<file path="src/rtl/cc1200_pkg.sv">
// Shared types and helpers for the CC1200 SPI arbiter.
package cc1200_pkg;

  typedef enum logic [2:0] {
    IDLE,
    ISSUE,
    WAIT_BUSY,
    WAIT_DONE,
    DONE,
    GAP
  } state_t;

  localparam logic [7:0]  STRM_HDR_DEF = 8'h7F;
  localparam logic        OWNER_CPU    = 1'b0;
  localparam logic        OWNER_STRM   = 1'b1;
  localparam int unsigned QUOTA_W      = 8;
  localparam int unsigned CNT_W        = 16;

  // Engine byte count: 0 means 1, anything above 4 means 4.
  function automatic logic [3:0] clamp_nbytes(input logic [3:0] n);
    if (n == 4'd0) return 4'd1;
    if (n > 4'd4)  return 4'd4;
    return n;
  endfunction

endpackage

</file>
<file path="src/rtl/cc1200_arb_pick.sv">
// Combinational cpu/stream priority pick with stream quota.
module cc1200_arb_pick
  import cc1200_pkg::*;
#(
  parameter int unsigned STRM_QUOTA = 8
) (
  input  logic               cpu_req,
  input  logic               strm_en,
  input  logic               last_owner,
  input  logic [QUOTA_W-1:0] quota,
  output logic               grant_vld_c,
  output logic               grant_owner_c
);

  // Stream wins only when cpu is absent or stream still has quota left.
  always_comb begin
    grant_vld_c   = cpu_req | strm_en;
    grant_owner_c = OWNER_CPU;
    if (strm_en && (!cpu_req ||
        (last_owner == OWNER_STRM && quota < QUOTA_W'(STRM_QUOTA))))
      grant_owner_c = OWNER_STRM;
  end

endmodule

</file>
<file path="src/rtl/cc1200_spi_arbiter.sv">
// Shares one CC1200 SPI engine between the APB cpu path and the sample stream.
module cc1200_spi_arbiter
  import cc1200_pkg::*;
#(
  parameter logic [7:0]  STRM_HDR     = STRM_HDR_DEF,
  parameter int unsigned GAP_CYCLES   = 4,
  parameter int unsigned BUSY_TIMEOUT = 64,
  parameter int unsigned STRM_QUOTA   = 8
) (
  input  logic        clk,
  input  logic        rst,
  input  logic        cpu_req,
  input  logic [31:0] cpu_wdata,
  input  logic [3:0]  cpu_nbytes,
  output logic        cpu_ack,
  output logic [31:0] cpu_rdata,
  output logic        cpu_err,
  input  logic        strm_en,
  input  logic [11:0] strm_data,
  output logic        strm_next,
  input  logic        abort,
  output logic        spi_start,
  output logic [31:0] spi_dout,
  output logic [3:0]  spi_nbytes,
  input  logic        spi_busy,
  input  logic [31:0] spi_din,
  output logic        busy,
  output logic        owner,
  output logic [15:0] strm_cnt,
  output logic        timeout_flag
);

  state_t             state, state_d;
  logic [CNT_W-1:0]   cnt, cnt_d;
  logic [QUOTA_W-1:0] quota, quota_d;
  logic               abt_pend, abt_d;
  logic               tmo_pend, tmo_d;
  logic               grant_vld_c, grant_owner_c;

  logic        cpu_ack_d, cpu_err_d, strm_next_d, spi_start_d, busy_d, owner_d, timeout_flag_d;
  logic [31:0] cpu_rdata_d, spi_dout_d;
  logic [3:0]  spi_nbytes_d;
  logic [15:0] strm_cnt_d;

  cc1200_arb_pick #(.STRM_QUOTA(STRM_QUOTA)) u_pick (
    .cpu_req      (cpu_req),
    .strm_en      (strm_en),
    .last_owner   (owner),
    .quota        (quota),
    .grant_vld_c  (grant_vld_c),
    .grant_owner_c(grant_owner_c)
  );

  // Next-state and next-output logic; every registered output is computed here.
  always_comb begin
    state_d        = state;
    cnt_d          = cnt;
    quota_d        = quota;
    abt_d          = abt_pend;
    tmo_d          = tmo_pend;
    owner_d        = owner;
    timeout_flag_d = timeout_flag;
    cpu_ack_d      = 1'b0;
    cpu_err_d      = 1'b0;
    strm_next_d    = 1'b0;
    spi_start_d    = 1'b0;
    cpu_rdata_d    = cpu_rdata;
    spi_dout_d     = spi_dout;
    spi_nbytes_d   = spi_nbytes;
    strm_cnt_d     = strm_cnt;

    case (state)
      IDLE: begin
        if (grant_vld_c) begin
          state_d     = ISSUE;
          owner_d     = grant_owner_c;
          spi_start_d = 1'b1;
          abt_d       = 1'b0;
          tmo_d       = 1'b0;
          if (grant_owner_c == OWNER_STRM) begin
            quota_d      = (quota < QUOTA_W'(STRM_QUOTA)) ? quota + QUOTA_W'(1) : quota;
            spi_dout_d   = {STRM_HDR, 4'h0, strm_data, 8'h00};
            spi_nbytes_d = 4'd3;
            strm_next_d  = 1'b1;
          end else begin
            quota_d      = '0;
            spi_dout_d   = cpu_wdata;
            spi_nbytes_d = clamp_nbytes(cpu_nbytes);
          end
        end
      end
      ISSUE: begin
        state_d = WAIT_BUSY;
        cnt_d   = '0;
      end
      WAIT_BUSY: begin
        if (spi_busy) begin
          state_d = WAIT_DONE;
        end else if (cnt == CNT_W'(BUSY_TIMEOUT)) begin
          state_d        = DONE;
          tmo_d          = 1'b1;
          timeout_flag_d = 1'b1;
        end else begin
          cnt_d = cnt + CNT_W'(1);
        end
      end
      WAIT_DONE: begin
        if (!spi_busy) state_d = DONE;
      end
      DONE: begin
        state_d = GAP;
        cnt_d   = '0;
      end
      GAP: begin
        if (cnt >= CNT_W'(GAP_CYCLES - 1)) state_d = IDLE;
        else                               cnt_d   = cnt + CNT_W'(1);
      end
      default: state_d = IDLE;
    endcase

    // An abort cannot cut the engine; it only marks the outcome.
    if (abort && (state == ISSUE || state == WAIT_BUSY || state == WAIT_DONE))
      abt_d = 1'b1;

    // Completion outputs are registered so they appear during DONE.
    if (state != DONE && state_d == DONE) begin
      if (owner == OWNER_CPU) begin
        cpu_ack_d   = 1'b1;
        cpu_rdata_d = spi_din;
        cpu_err_d   = abt_d | tmo_d;
      end else begin
        if (!tmo_d) strm_cnt_d = strm_cnt + 16'd1;
        if (abt_d)  quota_d    = '0;
      end
    end

    busy_d = (state_d != IDLE);
  end

  always_ff @(posedge clk) begin
    if (rst) begin
      state        <= IDLE;
      cnt          <= '0;
      quota        <= '0;
      abt_pend     <= 1'b0;
      tmo_pend     <= 1'b0;
      cpu_ack      <= 1'b0;
      cpu_rdata    <= '0;
      cpu_err      <= 1'b0;
      strm_next    <= 1'b0;
      spi_start    <= 1'b0;
      spi_dout     <= '0;
      spi_nbytes   <= '0;
      busy         <= 1'b0;
      owner        <= OWNER_CPU;
      strm_cnt     <= '0;
      timeout_flag <= 1'b0;
    end else begin
      state        <= state_d;
      cnt          <= cnt_d;
      quota        <= quota_d;
      abt_pend     <= abt_d;
      tmo_pend     <= tmo_d;
      cpu_ack      <= cpu_ack_d;
      cpu_rdata    <= cpu_rdata_d;
      cpu_err      <= cpu_err_d;
      strm_next    <= strm_next_d;
      spi_start    <= spi_start_d;
      spi_dout     <= spi_dout_d;
      spi_nbytes   <= spi_nbytes_d;
      busy         <= busy_d;
      owner        <= owner_d;
      strm_cnt     <= strm_cnt_d;
      timeout_flag <= timeout_flag_d;
    end
  end

endmodule

</file>
<file path="config.mk">
export PLATFORM = sky130hd
export DESIGN_NAME = cc1200_spi_arbiter
export DESIGN_NICKNAME = d
export VERILOG_FILES = /design/src/rtl/cc1200_pkg.sv /design/src/rtl/cc1200_arb_pick.sv /design/src/rtl/cc1200_spi_arbiter.sv
export SDC_FILE = /design/constraint.sdc
export NUM_CORES = 1
export LEC_CHECK = 0
export BUFFER_PORTS_ARGS = -buffer_cell sky130_fd_sc_hd__buf_2
export CAP_MARGIN = 25
export CORE_UTILIZATION = 50
export DETAILED_ROUTE_END_ITERATION = 10
export PLACE_DENSITY = 0.8
export REMOVE_ABC_BUFFERS = 1
export SLEW_MARGIN = 10
export SYNTH_ARGS = -nofsm -noshare
export SYNTH_HDL_FRONTEND = slang
export SYNTH_SLANG_ARGS = --single-unit
</file>
<file path="constraint.sdc">
create_clock -name clk -period 4.9 [get_ports clk]
set_input_delay 1.225 -clock clk [delete_from_list [all_inputs] [get_ports clk]]
set_output_delay 1.225 -clock clk [all_outputs]
set_load 0.02 [all_outputs]
</file>
Word level (Yosys, flattened, before mapping):

Cells that the tools add are included.

* flip-flop bits (word level): 120
* latch bits: 0
* memory bits (writable): 0
* memory bits (read-only): 0
* output and inout port bits: 91
* word-level logic and storage cells: 106
* memories: 0

* $add $sub $neg: 3
* multiply operators: 0
* divide/modulo/power cells: 0
* order comparisons: 3
* eq/ne operators: 11
* shift-type cells: 0
* muxes and demuxes: 43
* bitwise logic cells: 8
* reductions and logical operators: 22

Operators with widths (count)
* two-way mux 8 bit: 7
* two-way mux 16 bit: 3
* one-hot mux 16 bit (3 select lines): 1
* adder 16 x 1 -> 16 bit, second input constant: 2
* two-way mux 32 bit: 1
* two-way mux 4 bit: 5
* two-way mux 1 bit: 19
* one-hot mux 3 bit (6 select lines): 1
* equality test 16 x 7 -> 1 bit, second input constant: 1
* >= comparator 16 x 2 -> 1 bit, second input constant: 1
* two-way mux 3 bit: 5
* equality test 3 bit, second input constant: 3
* adder 8 x 1 -> 8 bit, second input constant: 1
* less-than comparator 8 x 4 -> 1 bit, second input constant: 1
* equality test 3 x 2 -> 1 bit, second input constant: 2
* inequality test 2 bit, second input constant: 3
* inverter 1 bit: 6
* AND reduction 3 bit: 2
* nonzero test 3 bit: 2
* OR reduction 2 bit: 3
* OR reduction 3 bit: 2
* greater-than comparator 4 x 3 -> 1 bit, second input constant: 1
* logical AND 1 bit: 4
* zero test 4 bit: 1
* other kinds (9): 13

Depth between registers and ports, before layout:

Gate-level depths: netlist of the first run.

* depth after elaboration: 15
* depth in mapped cells: 9
* mapped depth without buffers: 7

Modules after synthesis:

From an unflattened synthesis of the first run, not the netlist that was laid out.

* cell total of the unflattened synthesis: 560
* area, all modules: 5181.2 um^2

By module, submodules not included
* cc1200_spi_arbiter: times used 1, cells an instance 555, area each 5143.7 um^2, sequential area each 2402.3 um^2
* cc1200_arb_pick: times used 1, cells an instance 5, area each 37.5 um^2, sequential area each 0.0 um^2

Worst setup path before layout of the first run:

OpenSTA, ideal clock, no wires.

* path kind: input-to-reg
* start: input port spi_busy
* end: register cnt[12]
* library setup time: 0.072 ns
* data arrival time: 2.503 ns
* data required time: 4.828 ns
* slack: 2.326 ns
* stages: 5
* cell sequence: nand2b_1 nor3_1 nand2_1 a2111oi_2 mux2i_1

* cells in the longest elaborated chain, start to end: 2

RTL lines
* start: declaration: line cc1200_spi_arbiter.sv:25 `input logic spi_busy,`
* inequality test 2 bit (no line)
* AND reduction 4 bit (no line)
* end signal: assignment: line cc1200_spi_arbiter.sv:160 `cnt <= cnt_d;`
* end: declaration: line cc1200_spi_arbiter.sv:34 `logic [CNT_W-1:0] cnt, cnt_d;`

Every way passes these cells.
A chain may end at the register's enable or synchronous reset.

Worst setup path in the final report of the first run:

* start: register owner
* end: output port owner

RTL lines
* start: declaration: line cc1200_spi_arbiter.sv:28 `output logic owner,`
* start signal: assignment: line cc1200_spi_arbiter.sv:172 `owner <= owner_d;`

No word-level cell between the ends.

==> flow_metrics.py, run 1 <==
metrics = {
    "clock_tree": {
        "htreeDepth": 4,
        "cts_tree": "done",
        "postCtsSetupBuffers": 0,
        "cts_resized": 0,
        "numCtsBuffers": 17,
        "cts.sinks": 120,
        "clock_path_buffers": 2,
        "clk_latency_ns": 0.52,
        "hold_buffers": 0,
        "cts.clk_slew.worst_paths_ns": 0.06,
        "cts_root_buffer": "clkbuf_8",
    },
    "place": {
        "dp_hpwl_mm": 9.20,
        "routabilityCongestion": 0.910,
        "place_ws_ns": 1.79,
        "numPortBuffers": 176,
    },
    "routing": {
        "vias": 5009,
        "ant_nets": 0,
        "first_iter_violations": 290,
        "wl_per_cell_um": 14.4,
        "drc": 0,
        "drtPass1Iterations": 5,
        "avgViaCountPerCell": 5.51,
        "drt_wl_total_mm": 13.1,
    },
    "outcome": {
        "status": "finished, final reports clean",
    },
    "power_and_ir_drop": {
        "p_int_uw": 1890,
        "power.leakage_uw": 0.00287,
        "pwr-share-seq_pct": 40.8,
        "ir_worst_vdd_uv": 300,
        "cellPowerDensity_mw_per_mm2": 399,
        "clkPwrFrac_pct": 44.8,
        "power_switching_uw": 732,
        "power_frac_comb_pct": 14.4,
        "power.share.switching_pct": 27.9,
        "finalPower_uw": 2620,
    },
    "timing": {
        "drv_slew": 0,
        "fmax_mhz": 390,
        "setup_viol": 0,
        "fin_crit_sh_pct": 52.4,
        "hold_ws_ns": 0.452,
        "finalClockSkew_ns": 0.00997,
        "postLayoutSetupSlackWorst_ns": 2.33,
        "hold_viol": 0,
        "slew_headroom_pct": 53.8,
        "rsz0062_at_grt": "false",
        "fin_crit_ns": 2.57,
        "tns_ns": 0,
        "worstMarginPinSlew_ns": 0.690,
    },
    "floorplan": {
        "io_pins": 177,
        "dieArea_mm2": 0.0105,
        "core-area_mm2": 0.00977,
        "placementRows": 36,
        "dieHeight_um": 102,
        "die_w_um": 102,
        "start_util_pct": 51.5,
    },
    "yosys": {
        "synth.avg_cell_area_um2": 8.41,
        "ys_seq_elements": 120,
        "netlist.area_leader.share_pct": 47.7,
        "synth_area_mm2": 0.00504,
        "synthTopCellsByArea": "dfxtp_1, nand2_1, nor2_1",
        "postSynth.asyncResetShare_pct": 0,
        "synth_edf_count": 0,
        "synth_cell_types": 56,
        "ys.flop_type": "dfxtp_1",
        "netlist_instances": 599,
        "yosysTopAreaCell": "dfxtp_1",
        "yosysWarnings": 0,
        "ys_seq_area_share_pct": 47.7,
    },
    "setup_path": {
        "critPathTopFamily": "flip-flops",
        "path_buf_inv": 1,
        "critPathKind": "reg -> out",
        "cp_max_fo": 10,
        "cp_data_required_time_ns": 3.67,
        "critPathLaunchType": "register",
        "slowest_stage": "dfxtp_1",
        "cp.arrival_ns": 1.34,
        "endpoint_kind": "output port",
        "startpoint": "owner$_SDFFE_PP0P_",
        "reg2reg_from": "cnt[0]$_SDFFE_PP0P_",
        "max_stage_delay_ns": 0.57,
        "path_cells": "buf_2",
    },
    "grt": {
        "grt_max_degree": 58,
        "track_usage_pct": 25.3,
        "grt-ovfl-total": 0,
        "antenna_found_initial": 0,
        "grt_pass1_vias": 4584,
        "grt_pass1_wl_mm": 20.6,
    },
    "finish": {
        "syn_to_final_growth_pct": 30.7,
        "drive_gt1_share_pct": 29.3,
        "final_common_cell": "buf_2",
        "diodes": 0,
        "fin_nets": 854,
        "fin_util_pct": 67.4,
        "layout_common_cells": "buf_2, dfxtp_1, nand2_1, nor2_1, a21oi_1",
    },
    "flow_run": {
        "maxCapViolations": 0,
    },
    "hold_path": {
        "min-delay-start": "cpu_rdata[4]$_SDFFE_PP0P_",
        "min_path_type": "reg -> reg",
    },
}
-- power by group through the flow --
stage                     Sequential, µW  Combinational, µW  Clock (µW)
final                               1070                379        1180
after global routing                1080                415        1240
after CTS                           1070                375        1200
after detailed placement            1090                374           0
after global placement              1090                360           0
after floorplan                     1140                163           0
-- kinds of logic (layout without fill, tap and decap cells) --
logic type / Yosys count / in the layout / share of synthesized area, %
simple gates: 288 / 288 / 27.3
flops: 120 / 120 / 47.7
compound gates: 111 / 111 / 14.8
buf+inv: 48 / 225 / 4.02
xor+xnor: 15 / 15 / 2.61
mux: 13 / 13 / 2.58
fa+ha+maj: 4 / 4 / 0.993
-- synthesized netlist by cell type, drive strengths merged (5+ instances only) --
library cell / number
a311oi: 12
dfxtp: 120
nor3: 23
xor2: 7
nor2: 73
nand4: 14
a211oi: 5
nand3: 9
a21oi: 46
or3: 12
inv: 10
nand2: 117
o211ai: 5
nor4: 10
mux2i: 13
buf: 13
and3: 11
xnor2: 8
a22oi: 13
o21ai: 6
clkbuf: 25
-- cell type report --
type	instances	area, µm²
Fill cell	843	3190
Timing Repair Buffer	184	971
Clock inverter	14	150
Inverter	10	37.5
Sequential cell	120	2400
Tap cell	133	166
Clock buffer	17	414
Multi-Input combinational cell	431	2440
-- stage by stage --
| step | cell area [µm²] | std cells |
|---|---|---|
| 2_1_floorplan | 4870 | 561 |
| 3_3_place_gp | 5960 | 874 |
| 3_5_place_dp | 5980 | 875 |
| 4_1_cts | 6540 | 906 |
| 5_1_grt | 6580 | 909 |
| 6_report | 6580 | 909 |
-- layer usage --
layer | track usage (%) | vias up | part of all wire, %
met4 | 11.8 | 0 | 2.3
li1 | - | 2428 | -
met2 | 42.1 | 195 | 50
met3 | 7.18 | 31 | 6.5
met1 | 30.2 | 2355 | 41
met5 | 0 | - | 0
-- worst reg2reg max path: cells and delay by family (launching register included) --
family,cells,cell delay (ns)
fa+ha+maj,1,0.14
compound gates,2,0.27
flops,1,0.36
buf+inv,2,0.36
simple gates,3,1.04
-- worst paths after layout --
path,cells after the start,slack (ns),to
hold / removal,2,0.45,cpu_rdata[4]$_SDFFE_PP0P_
setup / recovery,1,2.33,owner
hold reg to reg,2,0.45,cpu_rdata[4]$_SDFFE_PP0P_
setup reg to reg,8,2.60,cpu_rdata[3]$_SDFFE_PP0P_
-- registers in the layout, summed over array words and instances, names as in the netlist --
signal and flops:
spi_start 1, strm_next 1, quota 8, cpu_err 1
timeout_flag 1, cpu_ack 1, tmo_pend 1, strm_cnt 16
spi_nbytes 4, owner 1, spi_dout 32, cpu_rdata 32
cnt 16, busy 1, abt_pend 1, state 3
(Power assumes the default switching activity.)
==> run 2, diff against run 1 <==
CORE_UTILIZATION = 45   (was 50)
PLACE_DENSITY = 0.76   (was 0.8)
clock period = 2.2 ns   (was 4.9 ns; I/O delays follow)
==> run 2 against run 1 <==
Worst hold slack worse by 0.19 ns. Clock power grew to 2.5 times the previous value. Sequential share of layout area is 0.77 points lower. Global-route usage is 3.0 points lower. Critical endpoint is now cnt[12]$_SDFFE_PP0P_. Largest cell class unchanged.
==> flow_metrics.py, run 2 (same netlist as run 1, synthesis figures left out) <==
metrics = {
    "setup_path": {
        "critPathLaunchType": "register",
        "cp_data_required_time_ns": 2.65,
        "cp_max_fo": 8,
        "critPathKind": "reg -> reg",
        "reg2reg_to": "cnt[12]$_SDFFE_PP0P_",
        "ff2ff_setup_slack_ns": 0.12,
        "r2r_cells": 5,
        "endpoint_kind": "register",
        "cp.arrival_ns": 2.53,
        "reg2reg_from": "cnt[2]$_SDFFE_PP0P_",
    },
    "clock_tree": {
        "postCtsSetupBuffers": 0,
        "numCtsBuffers": 17,
        "clk_latency_ns": 0.52,
        "cts.clk_slew.worst_paths_ns": 0.06,
        "htreeDepth": 4,
        "cts_tree": "done",
        "cts.sinks": 120,
        "clock_path_buffers": 2,
        "hold_buffers": 0,
        "cts_root_buffer": "clkbuf_8",
        "cts_resized": 0,
    },
    "finish": {
        "num-fill-cells": 938,
        "multi_input_area_mm2": 0.00244,
        "stdcell_count": 927,
        "drive_gt1_share_pct": 30.0,
        "layout_common_cells": "buf_2, dfxtp_1, nand2_1, nor2_1, a21oi_1",
        "final_common_cell": "buf_2",
        "fin_nets": 863,
        "final-seq-area_mm2": 0.00240,
        "reg_top3": "cpu_rdata (32), spi_dout (32)",
        "syn_to_final_growth_pct": 33.5,
    },
    "grt": {
        "grt_pass1_wl_mm": 20.4,
        "track_usage_pct": 22.3,
        "antenna_found_initial": 1,
        "grt-ovfl-total": 0,
        "grt_pass1_vias": 4533,
        "grt_max_degree": 55,
    },
    "routing": {
        "drc": 0,
        "drtPass1Iterations": 5,
        "wl_per_cell_um": 13.8,
        "first_iter_violations": 335,
        "ant_nets": 0,
        "drt_wl_total_mm": 12.8,
        "vias": 4913,
        "avgViaCountPerCell": 5.30,
    },
    "flow_run": {
        "maxCapViolations": 0,
    },
    "hold_path": {
        "min_path_type": "in -> reg",
        "min-delay-start": "cpu_wdata[2]",
        "hold_path_depth": 3,
        "hold_end": "spi_dout[2]$_SDFFE_PP0P_",
    },
    "place": {
        "dp_hpwl_mm": 8.84,
        "dp.cells": 893,
        "place_ws_ns": 0.0254,
        "numPortBuffers": 176,
        "routabilityCongestion": 0.873,
    },
    "timing": {
        "setup_viol": 0,
        "fin_crit_sh_pct": 94.4,
        "rsz0062_at_grt": "false",
        "fmax_mhz": 481,
        "slew_headroom_pct": 55.3,
        "finalClockSkew_ns": 0.00659,
        "fin_crit_ns": 2.08,
        "postLayoutSetupSlackWorst_ns": 0.122,
        "hold_ws_ns": 0.266,
        "drv_slew": 0,
        "tns_ns": 0,
        "hold_viol": 0,
        "worstMarginPinSlew_ns": 0.669,
    },
    "floorplan": {
        "placementRows": 38,
        "io_pins": 177,
        "core-area_mm2": 0.0109,
        "die_w_um": 108,
        "dieArea_mm2": 0.0116,
        "start_util_pct": 46.3,
        "dieHeight_um": 108,
    },
    "power_and_ir_drop": {
        "cellPowerDensity_mw_per_mm2": 925,
        "ir_worst_vdd_uv": 642,
        "power.leakage_uw": 0.00294,
        "finalPower_uw": 6220,
    },
    "outcome": {
        "status": "finished, final reports clean",
    },
}
run 2: area by class of cell:
type / instances / area share, %
multi-input cells: 431 / 36.3
inverters: 10 / 0.558
repair buffers: 193 / 15.2
clock buffers: 20 / 6.62
clock inverters: 12 / 2.92
diodes: 1 / 0.0372
flip-flops and latches: 120 / 35.7
well taps: 140 / 2.60
run 2: power breakdown:
group / switching [µW] / internal [µW] / total (µW)
clock: 978 / 2010 / 2990
sequential: 78.5 / 2300 / 2380
combinational: 539 / 320 / 859
total: 1600 / 4630 / 6220
run 2: worst max-delay path by stage:
stage | start | to | slack [ns]
after floorplan | cnt[0]$_SDFFE_PP0P_ | cpu_rdata[0]$_SDFFE_PP0P_ | -0.36
after global placement | state[2]$_SDFF_PP0_ | cnt[1]$_SDFFE_PP0P_ | 0.14
after detailed placement | state[2]$_SDFF_PP0_ | cnt[1]$_SDFFE_PP0P_ | 0.03
after CTS | state[2]$_SDFF_PP0_ | cnt[1]$_SDFFE_PP0P_ | 0.02
after global routing | cnt[2]$_SDFFE_PP0P_ | cnt[12]$_SDFFE_PP0P_ | 0.008
final | cnt[2]$_SDFFE_PP0P_ | cnt[12]$_SDFFE_PP0P_ | 0.12
run 2: worst max-delay path, cell delays in order (launching register included):
cell,delay [ns]
dfxtp_1,0.36
nor3_1,0.43
a41o_1,0.35
o21bai_1,0.25
a2111oi_2,0.41
mux2i_1,0.21
run 2: per-stage QoR:
step / util, % / area, µm²
after CTS: 61.7 / 6720
after detailed placement: 55.8 / 6070
final: 61.8 / 6730
after floorplan: - / 4870
after global placement: 55.8 / 6070
after global routing: 61.8 / 6730
run 2: layer usage:
metal  vias to the layer above  track usage, %  share of wire, %
met4                         0            10.6               1.7
met2                       171            37.9                49
met1                      2281            25.6                43
li1                       2444               -                 -
met3                        17            6.36               6.2
met5                         -               0                 0
==> run 3, diff against run 2 <==
BUFFER_PORTS_ARGS = -buffer_cell sky130_fd_sc_hd__buf_4   (was -buffer_cell sky130_fd_sc_hd__buf_2)
==> run 3 against run 2 <==
Power fell by 7.1%. First-iteration DRC count increased by 4.8%. Clock power down 18%. Worst setup slack better by 0.092 ns. Combinational power grew 10%. Sequential cell count stayed put. Clock skew grew 0.0052 ns. Fmax rose by 4.6%. Cell count did not move. Largest cell class unchanged.
==> flow_metrics.py, run 3 (same netlist as run 1, synthesis figures left out) <==
metrics = {
    "floorplan": {
        "placementRows": 38,
        "io_pins": 177,
        "start_util_pct": 46.3,
        "core-area_mm2": 0.0109,
        "die_w_um": 108,
        "dieArea_mm2": 0.0116,
        "dieHeight_um": 108,
    },
    "setup_path": {
        "critPathLaunchType": "register",
        "cp_data_required_time_ns": 2.58,
        "slowest_stage": "or4_1",
        "critPathTopFamily": "simple AND/OR/NAND/NOR gates",
        "path_buf_inv": 2,
        "cp_max_fo": 34,
        "endpoint_kind": "register",
        "critPathKind": "reg -> reg",
        "cp.arrival_ns": 2.37,
        "max_stage_delay_ns": 0.46,
        "path_cells": "inv_1 > ha_1 > and4bb_2 > a41oi_2 > or4_1 > buf_6 > nand2_1 > a21oi_1",
    },
    "finish": {
        "final_common_cell": "buf_4",
        "fin_nets": 864,
        "drive_gt1_share_pct": 30.4,
        "fin_util_pct": 64.9,
        "reg_top3": "cpu_rdata (32), spi_dout (32)",
        "layout_common_cells": "buf_4, dfxtp_1, nand2_1, nor2_1, a21oi_1",
        "diodes": 0,
        "syn_to_final_growth_pct": 40.3,
    },
    "timing": {
        "worstMarginPinSlew_ns": 0.610,
        "postLayoutSetupSlackWorst_ns": 0.214,
        "drv_slew": 0,
        "hold_viol": 0,
        "tns_ns": 0,
        "setup_viol": 0,
        "finalClockSkew_ns": 0.0118,
        "fmax_mhz": 504,
        "fin_crit_ns": 1.99,
        "slew_headroom_pct": 59.2,
        "fin_crit_sh_pct": 90.3,
        "rsz0062_at_grt": "false",
    },
    "clock_tree": {
        "cts_root_buffer": "clkbuf_8",
        "postCtsSetupBuffers": 0,
        "cts.sinks": 120,
        "numCtsBuffers": 17,
        "htreeDepth": 4,
        "cts_tree": "done",
        "cts.clk_slew.worst_paths_ns": 0.06,
        "clock_path_buffers": 2,
        "clk_latency_ns": 0.52,
    },
    "routing": {
        "drc": 0,
        "vias": 4889,
        "avgViaCountPerCell": 5.27,
        "first_iter_violations": 351,
        "ant_nets": 0,
        "drtPass1Iterations": 6,
        "wl_per_cell_um": 13.9,
        "drt_wl_total_mm": 12.9,
    },
    "grt": {
        "grt_pass1_vias": 4644,
        "track_usage_pct": 22.9,
        "grt_pass1_wl_mm": 21.0,
        "grt-ovfl-total": 0,
        "antenna_found_initial": 0,
        "grt_max_degree": 55,
    },
    "place": {
        "numPortBuffers": 176,
        "dp_hpwl_mm": 9.15,
        "place_ws_ns": 0.122,
        "routabilityCongestion": 0.859,
    },
    "power_and_ir_drop": {
        "ir_worst_vdd_uv": 605,
        "cellPowerDensity_mw_per_mm2": 818,
        "finalPower_uw": 5780,
        "power.leakage_uw": 0.00297,
    },
    "flow_run": {
        "maxCapViolations": 0,
    },
    "hold_path": {
        "min_path_type": "in -> reg",
    },
    "outcome": {
        "status": "finished, final reports clean",
    },
}
## run 3: cell types whose count changed in the layout (fill, tap and decap cells not counted), moves of 2 or more
| cell | previous run | this run |
|---|---|---|
| buf_2 | 175 | 0 |
| buf_4 | 17 | 192 |
| bufinv_16 | 5 | 0 |
| clkinv_4 | 0 | 4 |
| inv_6 | 1 | 4 |
| clkbuf_8 | 3 | 1 |
## run 3: through the flow
| stage | instances | area (µm²) | hold WS [ns] |
|---|---|---|---|
| 5_1_grt | 927 | 7070 | 0.248 |
| 4_1_cts | 926 | 7050 | 0.242 |
| 6_report | 927 | 7070 | 0.265 |
| 3_3_place_gp | 894 | 6520 | 0.443 |
| 2_1_floorplan | 561 | 4870 | 0.453 |
| 3_5_place_dp | 894 | 6520 | 0.451 |
## run 3: timing repair
action,in CTS,in global routing
hold buffers,0,0
setup endpoints to repair,0,7
resized for setup,0,2
## run 3: path summary, 6_finish.rpt
kind | slack, ns | startpoint | cells after the start | end
worst min-delay path | 0.27 | cpu_wdata[5] | 3 | spi_dout[5]$_SDFFE_PP0P_
worst max-delay path | 0.21 | cnt[0]$_SDFFE_PP0P_ | 8 | cpu_rdata[30]$_SDFFE_PP0P_
worst max register to register | 0.21 | cnt[0]$_SDFFE_PP0P_ | 8 | cpu_rdata[30]$_SDFFE_PP0P_
worst min register to register | 0.46 | cpu_rdata[11]$_SDFFE_PP0P_ | 2 | cpu_rdata[11]$_SDFFE_PP0P_
## run 3: power by group
group	total (µW)	internal [µW]	switching, µW
clock	2460	1400	1060
sequential	2380	2300	83.9
combinational	945	415	530
total	5780	4110	1670
## run 3: final cells by class
class	count	area, µm²
multi-input cells	431	2450
fillers	906	3820
repair buffers	194	1470
flip-flops and latches	120	2400
clock inverters	15	121
clock buffers	17	414
well taps	140	175
inverters	10	37.5
## run 3: routing by layer
metal	GRT usage, %	vias up	share of wire (%)
met3	8.29	25	7.3
li1	-	2444	-
met4	11.0	0	2.6
met2	37.1	182	48
met5	0	-	0
met1	26.7	2238	42
## run 3: worst min-delay path, cell delays in order
cell     delay, ns
buf_4         0.08
a22oi_1       0.05
nor2_1        0.07
